**src/rtl/ps2_host_tx.sv**
```systemverilog
// ps2_host_tx: host-to-device PS/2 transmitter for the keyboard link.
// This block runs the host request-to-send sequence on the open-drain kb_clock/kb_data lines.
// It shifts one command byte out with odd parity and then reports the device acknowledge.
// Optional build macro: PS2_TX_TIMEOUT_EN adds a 20-bit watchdog from REQ entry through ACK.
module ps2_host_tx #(
  parameter int unsigned INHIBIT_CYCLES = 5000,
  parameter int unsigned TIMEOUT_CYCLES = 750000
) (
  input  logic       clk50,
  input  logic       reset,
  input  logic [7:0] tx_data,
  input  logic       tx_start,
  output logic       tx_busy,
  output logic       tx_done,
  output logic       tx_error,
  input  logic       kb_clock_in,
  input  logic       kb_data_in,
  output logic       kb_clock_oe,
  output logic       kb_data_oe
);

  localparam int unsigned IW = (INHIBIT_CYCLES > 2) ? $clog2(INHIBIT_CYCLES) : 1;

  typedef enum logic [2:0] {
    S_IDLE,
    S_INHIBIT,
    S_REQ,
    S_SHIFT,
    S_STOP,
    S_ACK,
    S_WAIT_IDLE
  } state_t;

  state_t        state_q, state_d;
  logic [8:0]    frame_q, frame_d;   // {parity, data}, shifted out LSB first
  logic [3:0]    bit_q, bit_d;
  logic [IW-1:0] inh_q, inh_d;
  logic          err_q, err_d;
  logic          clk_oe_q, clk_oe_d;
  logic          dat_oe_q, dat_oe_d;
  logic          busy_q, busy_d;
  logic          done_q, done_d;
  logic          error_q, error_d;

  logic clk_meta_q, clk_sync_q, clk_prev_q;
  logic dat_meta_q, dat_sync_q;
  logic clk_fall;

`ifdef PS2_TX_TIMEOUT_EN
  localparam logic [19:0] WD_LIMIT = 20'(TIMEOUT_CYCLES - 1);
  logic [19:0] wd_q, wd_d;
`else
  // The timeout limit has no effect without the watchdog.
  logic unused_timeout_cfg;
  assign unused_timeout_cfg = (TIMEOUT_CYCLES != 0);
`endif

  assign clk_fall    = clk_prev_q & ~clk_sync_q;
  assign tx_busy     = busy_q;
  assign tx_done     = done_q;
  assign tx_error    = error_q;
  assign kb_clock_oe = clk_oe_q;
  assign kb_data_oe  = dat_oe_q;

  // Pad synchronisers and the extra register for clock falling-edge detection.
  always_ff @(posedge clk50) begin
    if (reset) begin
      clk_meta_q <= 1'b1;
      clk_sync_q <= 1'b1;
      clk_prev_q <= 1'b1;
      dat_meta_q <= 1'b1;
      dat_sync_q <= 1'b1;
    end else begin
      clk_meta_q <= kb_clock_in;
      clk_sync_q <= clk_meta_q;
      clk_prev_q <= clk_sync_q;
      dat_meta_q <= kb_data_in;
      dat_sync_q <= dat_meta_q;
    end
  end

  // State, datapath and registered outputs.
  always_ff @(posedge clk50) begin
    if (reset) begin
      state_q  <= S_IDLE;
      frame_q  <= '0;
      bit_q    <= '0;
      inh_q    <= '0;
      err_q    <= 1'b0;
      clk_oe_q <= 1'b0;
      dat_oe_q <= 1'b0;
      busy_q   <= 1'b0;
      done_q   <= 1'b0;
      error_q  <= 1'b0;
`ifdef PS2_TX_TIMEOUT_EN
      wd_q     <= '0;
`endif
    end else begin
      state_q  <= state_d;
      frame_q  <= frame_d;
      bit_q    <= bit_d;
      inh_q    <= inh_d;
      err_q    <= err_d;
      clk_oe_q <= clk_oe_d;
      dat_oe_q <= dat_oe_d;
      busy_q   <= busy_d;
      done_q   <= done_d;
      error_q  <= error_d;
`ifdef PS2_TX_TIMEOUT_EN
      wd_q     <= wd_d;
`endif
    end
  end

  // Next-state and output logic for the request-to-send sequence.
  always_comb begin
    state_d  = state_q;
    frame_d  = frame_q;
    bit_d    = bit_q;
    inh_d    = inh_q;
    err_d    = err_q;
    clk_oe_d = clk_oe_q;
    dat_oe_d = dat_oe_q;
    busy_d   = busy_q;
    done_d   = 1'b0;
    error_d  = 1'b0;
`ifdef PS2_TX_TIMEOUT_EN
    wd_d     = wd_q;
`endif
    case (state_q)
      S_IDLE: begin
        clk_oe_d = 1'b0;
        dat_oe_d = 1'b0;
        busy_d   = 1'b0;
        if (tx_start) begin
          frame_d  = {~^tx_data, tx_data};
          bit_d    = '0;
          inh_d    = '0;
          err_d    = 1'b0;
          clk_oe_d = 1'b1;
          busy_d   = 1'b1;
          state_d  = S_INHIBIT;
        end
      end
      S_INHIBIT: begin
        if (inh_q == IW'(INHIBIT_CYCLES - 1)) begin
          clk_oe_d = 1'b0;
          dat_oe_d = 1'b1;
          state_d  = S_REQ;
`ifdef PS2_TX_TIMEOUT_EN
          wd_d     = '0;
`endif
        end else begin
          inh_d = inh_q + 1'b1;
        end
      end
      S_REQ: begin
        clk_oe_d = 1'b0;
        dat_oe_d = 1'b1;
        state_d  = S_SHIFT;
      end
      S_SHIFT: begin
        if (clk_fall) begin
          dat_oe_d = ~frame_q[0];
          frame_d  = {1'b0, frame_q[8:1]};
          bit_d    = bit_q + 1'b1;
          if (bit_q == 4'd8) begin
            state_d = S_STOP;
          end
        end
      end
      S_STOP: begin
        if (clk_fall) begin
          dat_oe_d = 1'b0;
          state_d  = S_ACK;
        end
      end
      S_ACK: begin
        if (clk_fall) begin
          if (dat_sync_q) begin
            error_d = 1'b1;
            err_d   = 1'b1;
          end
          state_d = S_WAIT_IDLE;
        end
      end
      S_WAIT_IDLE: begin
        if (clk_sync_q && dat_sync_q) begin
          done_d  = ~err_q;
          busy_d  = 1'b0;
          state_d = S_IDLE;
        end
      end
      default: state_d = S_IDLE;
    endcase
`ifdef PS2_TX_TIMEOUT_EN
    // The watchdog overrides whatever the case above decided, so an expiry always wins.
    if (state_q inside {S_REQ, S_SHIFT, S_STOP, S_ACK}) begin
      wd_d = wd_q + 1'b1;
      if (wd_q == WD_LIMIT) begin
        clk_oe_d = 1'b0;
        dat_oe_d = 1'b0;
        busy_d   = 1'b0;
        done_d   = 1'b0;
        error_d  = 1'b1;
        state_d  = S_IDLE;
      end
    end
`endif
  end

endmodule

```
**config.mk**
```make
export PLATFORM = sky130hd
export DESIGN_NAME = ps2_host_tx
export DESIGN_NICKNAME = d
export VERILOG_FILES = /design/src/rtl/ps2_host_tx.sv
export SDC_FILE = /design/constraint.sdc
export NUM_CORES = 1
export LEC_CHECK = 0
export ABC_AREA = 1
export BUFFER_PORTS_ARGS = -buffer_cell sky130_fd_sc_hd__buf_4
export CORE_ASPECT_RATIO = 1.75
export CORE_MARGIN = 5
export CORE_UTILIZATION = 55
export CTS_CLUSTER_DIAMETER = 40
export DETAILED_ROUTE_END_ITERATION = 8
export GPL_ROUTABILITY_DRIVEN = 0
export PLACE_DENSITY = 0.74
export SYNTH_ARGS = -nofsm -noshare
export SYNTH_HDL_FRONTEND = slang
export SYNTH_SLANG_ARGS = --single-unit
export TNS_END_PERCENT = 10
```
**constraint.sdc**
```tcl
create_clock -name clk50 -period 2.1 [get_ports clk50]
set_input_delay 0.525 -clock clk50 [delete_from_list [all_inputs] [get_ports clk50]]
set_output_delay 0.525 -clock clk50 [all_outputs]
set_load 0.01 [all_outputs]
```
==> impl_metrics.yaml, run 1 <==
floorplanning:
  die_y_um: 93.6
  die-area_um2: 5400
  die_x_um: 57.8
  initial_utilization: 0.568
  coreArea_um2: 3870
  rows: 30
  pin_count: 18
route:
  drc: 0
  routed_wl_um: 4860
  vias: 2021
  firstDrtPassIters: 5
  ant_nets: 0
  dr.first_iter.drc_count: 76
  drt-wirelength-per-cell_um: 12.7
  vias_per_cell: 5.28
yosys:
  yosysTopAreaCell: "dfxtp_1"
  synth.most_common_cell: "nand2_1"
  yosys_warnings: 0
  synth-simple-area-share: 0.395
  syn_nets: 332
  synth_commonest_cells: "nand2_1 (95), dfxtp_1 (40), inv_1 (31)"
  synth_top_cell_area_share: 0.365
  yosys-top-cells-area: "dfxtp_1 (36%), nand2_1 (16%), nand3_1 (5.7%), inv_1 (5.3%), nor2_1 (4.4%)"
  synthFlopType: "dfxtp_1"
  synth.distinct_cells: 32
  synthesis.instances: 316
  synth_area_um2: 2190
  synth-async-reset-ratio: 0
  syn_avg_cell_area_um2: 6.94
  ys_seq_elements: 40
  synthAdderAreaFrac: 0.0171
  synth_top_family_by_area: "simple AND/OR/NAND/NOR gates"
  synth_compound_area_frac: 0.103
  synthMuxAreaShare: 0
  yosys.area_share.xor_xnor: 0.0353
  yosysSeqAreaShare: 0.365
  synth_edf_count: 0
place:
  dp.cells: 376
  io_buffers: 17
  placed_cell_area_um2: 2340
  place_hpwl_um: 3750
power:
  power_leakage_nw: 1.08
  peakVddDrop_mv: 0.724
  p_per_area_nw_per_um2: 1090
  design_power_total_w: 0.00266
cells_and_area:
  fin_nets: 351
  diodes: 0
  finalNonFillerCells: 383
  syn_to_final_growth_pct: 11.1
  design_area_um2: 2440
  multi_input_area_um2: 1210
  num-fill-cells: 363
  regArea_um2: 801
  drive_gt1_frac: 0.161
sta:
  hold_violations: 0
  setup_violations: 0
  drv_slew: 0
  layout_min_cycle_time_ps: 1790
  max_slew.worst_pin.slew_ps: 469
  skew_ps: 6.43
  tns_ps: 0
  rsz0062_at_grt: "false"
  timing.fmax_mhz: 559
  timing.max_slew.rel_slack: 0.685
  fin_crit_sh: 0.852
critical_path:
  cp_top_family: "simple AND/OR/NAND/NOR gates"
  r2r_start: "inh_q[0]$_SDFFE_PP0P_"
  end_kind: "flip-flop"
  crit_type: "reg -> reg"
  crit_path_cell_trace: "ha_1 > nand2_1 > nor2_1 > nand3_1 > nand2_4 > nand2_4 > nand2_4 > nand2_2 > nand2_1 > nand2_1 > inv_1"
  crit_cells: 11
  cp-start-kind: "flip-flop"
  critPathMaxFanout: 10
  critical_path.max_stage_delay_ps: 420
  r2r_end: "inh_q[8]$_SDFFE_PP0P_"
  rr_worst_depth: 11
  critPathArrivalTime_ps: 2030
  crit_start: "inh_q[0]$_SDFFE_PP0P_"
  reg2reg_slack_ps: 310
  cp_slowest_cell: "dfxtp_1"
  cp.required_ps: 2350
  path_buf_inv: 1
worst_hold_path:
  hp-start: "kb_clock_in"
  worstHoldPathCells: 2
  hold_class: "in -> reg"
  min_to: "clk_meta_q$_SDFF_PP1_"
flow_run:
  maxCapViolations: 0
status:
  status: "complete, no violations"
cts:
  clk_pin_slew_ps: 80
  cts_buffers: 5
  cts_root_buf: "clkbuf_8"
  postCtsHoldBufs: 0
  cts.htree.levels: 2
  cts_setup_buffers: 0
  cts.sinks: 40
  clkLatencyLatePin_ps: 290
  clockBufferDepth: 2
  cts_resized: 0
  cts_tree: "yes"
grt:
  grt_pass1_wl_um: 8510
  grt_start_max_net_pins: 23
  grt_overflow: 0
  grtUsageTotal: 0.201
  antenna_found_initial: 0
  grt_pass1_vias: 2013
[logic make-up (layout without fill, tap and decap cells)]
kind of cell    Yosys count  in the layout
fa+ha+maj                 3              3
simple gates            183            183
xor+xnor                  8              8
buf+inv                  41             60
flops                    40             40
compound gates           41             41
[power breakdown]
part,leakage (nW),internal (W),switching [W],total [W]
registers,0.327,0.000922,0.000117,0.00104
clock network,0.0503,0.000293,0.000261,0.000554
logic,0.703,0.000356,0.000710,0.00107
total,1.08,0.00157,0.00109,0.00266
[cell type report]
| cell class | count | area share |
|---|---|---|
| clock buffer | 7 | 0.0395 |
| inverter | 34 | 0.0534 |
| multi-input combinational | 235 | 0.495 |
| sequential | 40 | 0.329 |
| tap | 48 | 0.0246 |
| timing repair buffer | 19 | 0.0585 |
[state kept, by name, indices dropped and copies added (netlist names), 3 cells and up]
name / flops
frame_q: 9
state_q: 3
inh_q: 13
bit_q: 4
[per-layer routing]
| layer | part of all wire | vias up | global-route usage | routed length, um |
|---|---|---|---|---|
| li1 | - | 1053 | - | - |
| met3 | 0.038 | 13 | 0.0373 | 185 |
| met2 | 0.56 | 45 | 0.388 | 2710 |
| met1 | 0.38 | 910 | 0.192 | 1830 |
| met5 | 0 | - | 0 | 0 |
| met4 | 0.029 | 0 | 0.106 | 142 |
[worst max-delay path by stage]
stage                                  to  slack (ps)
floorplan           inh_q[8]$_SDFFE_PP0P_         630
global placement    inh_q[8]$_SDFFE_PP0P_         320
detailed placement  inh_q[8]$_SDFFE_PP0P_         320
CTS                 inh_q[8]$_SDFFE_PP0P_         300
global route        inh_q[9]$_SDFFE_PP0P_         100
finish              inh_q[8]$_SDFFE_PP0P_         310
[metrics by stage]
stage,hold WS (ps),setup WS (ps),utilization
floorplan,389,635,-
global placement,392,321,0.606
detailed placement,403,322,0.606
CTS,408,303,0.630
global route,409,97.4,0.630
finish,410,311,0.630
[worst register-to-register path, delay by kind of cell, from the launching register on]
kind	cells	cell delay (ps)
flops	1	420
simple gates	9	940
fa+ha+maj	1	330
buf+inv	1	40
[placed cells by master (no fill, tap or decap), drive strengths merged, types with 7 or more instances in the layout]
master and count:
o21ai 14, clkbuf 7, nor2 32, nand3 27
a21oi 16, dfxtp 40, nand2 104, buf 19
a31oi 8, inv 34
Note: power is estimated with default switching activity, not from simulation.
==> run 2: changes to the inputs <==
- MAX_ROUTING_LAYER: not set -> met4
==> run 2 against run 1 <==
  * Critical path depth unchanged
  * Maximum frequency increased by 0.11%
  * Clock skew is essentially flat
  * Non-clock buffer count is the same
  * Sequential power is essentially flat
  * Flip-flop and latch count did not move
  * Clock-buffer cell count unchanged
  * Clock power is essentially flat
  * Total power barely moved
  * Final cell count unchanged
  * Core utilization did not move
  * Via count about the same
==> impl_metrics.yaml, run 2 (synthesized netlist as in run 1, its figures left out) <==
sta:
  setup_violations: 0
  timing.max_slew.rel_slack: 0.678
  hold_violations: 0
  layout_min_cycle_time_ps: 1790
  worst_slack_ps: 313
  rsz0062_at_grt: "false"
  timing.fmax_mhz: 560
  fin_crit_sh: 0.851
  skew_ps: 6.44
  drv_slew: 0
  tns_ps: 0
  max_slew.worst_pin.slew_ps: 480
route:
  ant_nets: 0
  firstDrtPassIters: 4
  drt-wirelength-per-cell_um: 12.6
  drc: 0
  vias: 2020
  routed_wl_um: 4840
  dr.first_iter.drc_count: 74
  vias_per_cell: 5.27
critical_path:
  crit_type: "reg -> reg"
  cp_slowest_cell: "dfxtp_1"
  critical_path.max_stage_delay_ps: 420
  cp-start-kind: "flip-flop"
  cp_top_family: "simple AND/OR/NAND/NOR gates"
  critPathMaxFanout: 10
  path_buf_inv: 1
  crit_start: "inh_q[0]$_SDFFE_PP0P_"
  cp.required_ps: 2350
  critPathArrivalTime_ps: 2030
  crit_path_cell_trace: "ha_1 > nand2_1 > nor2_1 > nand3_1 > nand2_4 > nand2_4 > nand2_4 > nand2_2 > nand2_1 > nand2_1 > inv_1"
  end_kind: "flip-flop"
  r2r_start: "inh_q[0]$_SDFFE_PP0P_"
cts:
  cts.sinks: 40
  clkLatencyLatePin_ps: 290
  cts.htree.levels: 2
  cts_tree: "yes"
  clockBufferDepth: 2
  clk_pin_slew_ps: 80
  postCtsHoldBufs: 0
  cts_root_buf: "clkbuf_8"
  cts_buffers: 5
  cts_resized: 0
  cts_setup_buffers: 0
floorplanning:
  coreArea_um2: 3870
  initial_utilization: 0.568
  die-area_um2: 5400
  die_y_um: 93.6
  rows: 30
  pin_count: 18
  die_x_um: 57.8
grt:
  grtUsageTotal: 0.207
  grt_pass1_wl_um: 8510
  antenna_found_initial: 0
  grt_start_max_net_pins: 23
  grt_pass1_vias: 2012
  grt_overflow: 0
place:
  place_hpwl_um: 3750
  dp.cells: 376
  io_buffers: 17
  pre_cts_slack_ps: 322
status:
  status: "complete, no violations"
cells_and_area:
  syn_to_final_growth_pct: 11.1
  drive_gt1_frac: 0.161
  final_common_cell: "nand2_1"
  largestRegisters: "inh_q: 13 flops, frame_q: 9 flops, bit_q: 4 flops"
  finalNonFillerCells: 383
  fin_nets: 351
  diodes: 0
  post-route-util: 0.630
  largest_register_ffs: 13
  regMostFlops: "inh_q"
  final_cell_mix: "nand2_1 (95), dfxtp_1 (40), inv_1 (31), nor2_1 (26), nand3_1 (25)"
power:
  power_leakage_nw: 1.08
  peakVddDrop_mv: 0.724
  p_per_area_nw_per_um2: 1090
worst_hold_path:
  hp-start: "kb_clock_in"
  hold_class: "in -> reg"
flow_run:
  maxCapViolations: 0
run 2: final timing paths:
check / to / slack [ps] / cells past startpoint
worst min register to register: clk_sync_q$_SDFF_PP1_ / 420 / 1
worst min-delay path: clk_meta_q$_SDFF_PP1_ / 410 / 2
worst max register to register: inh_q[8]$_SDFFE_PP0P_ / 310 / 11
worst max-delay path: inh_q[8]$_SDFFE_PP0P_ / 310 / 11
run 2: metal layers:
| layer | GRT usage | wire [um] | up-vias |
|---|---|---|---|
| li1 | - | - | 1053 |
| met1 | 0.192 | 1820 | 910 |
| met2 | 0.388 | 2700 | 44 |
| met3 | 0.0373 | 178 | 13 |
| met4 | 0.106 | 142 | 0 |
| met5 | - | 0 | - |
run 2: final cells by class:
cell class | instances | area [um^2]
Clock buffer | 7 | 96.3
Fill cell | 363 | 1430
Inverter | 34 | 130
Multi-Input combinational cell | 235 | 1210
Sequential cell | 40 | 801
Tap cell | 48 | 60.1
Timing Repair Buffer | 19 | 143
run 2: report_power, final:
part,leakage [nW],internal (W),switching (W)
logic,0.703,0.000356,0.000709
clock network,0.0503,0.000293,0.000261
registers,0.327,0.000922,0.000117
run 2: stage by stage:
stage	hold slack, ps	power (W)	instance area [um^2]
after global routing	409	0.00288	2440
after CTS	408	0.00267	2440
after floorplan	389	0.00191	2190
after global placement	392	0.00211	2340
final	410	0.00266	2440
after detailed placement	403	0.00213	2340
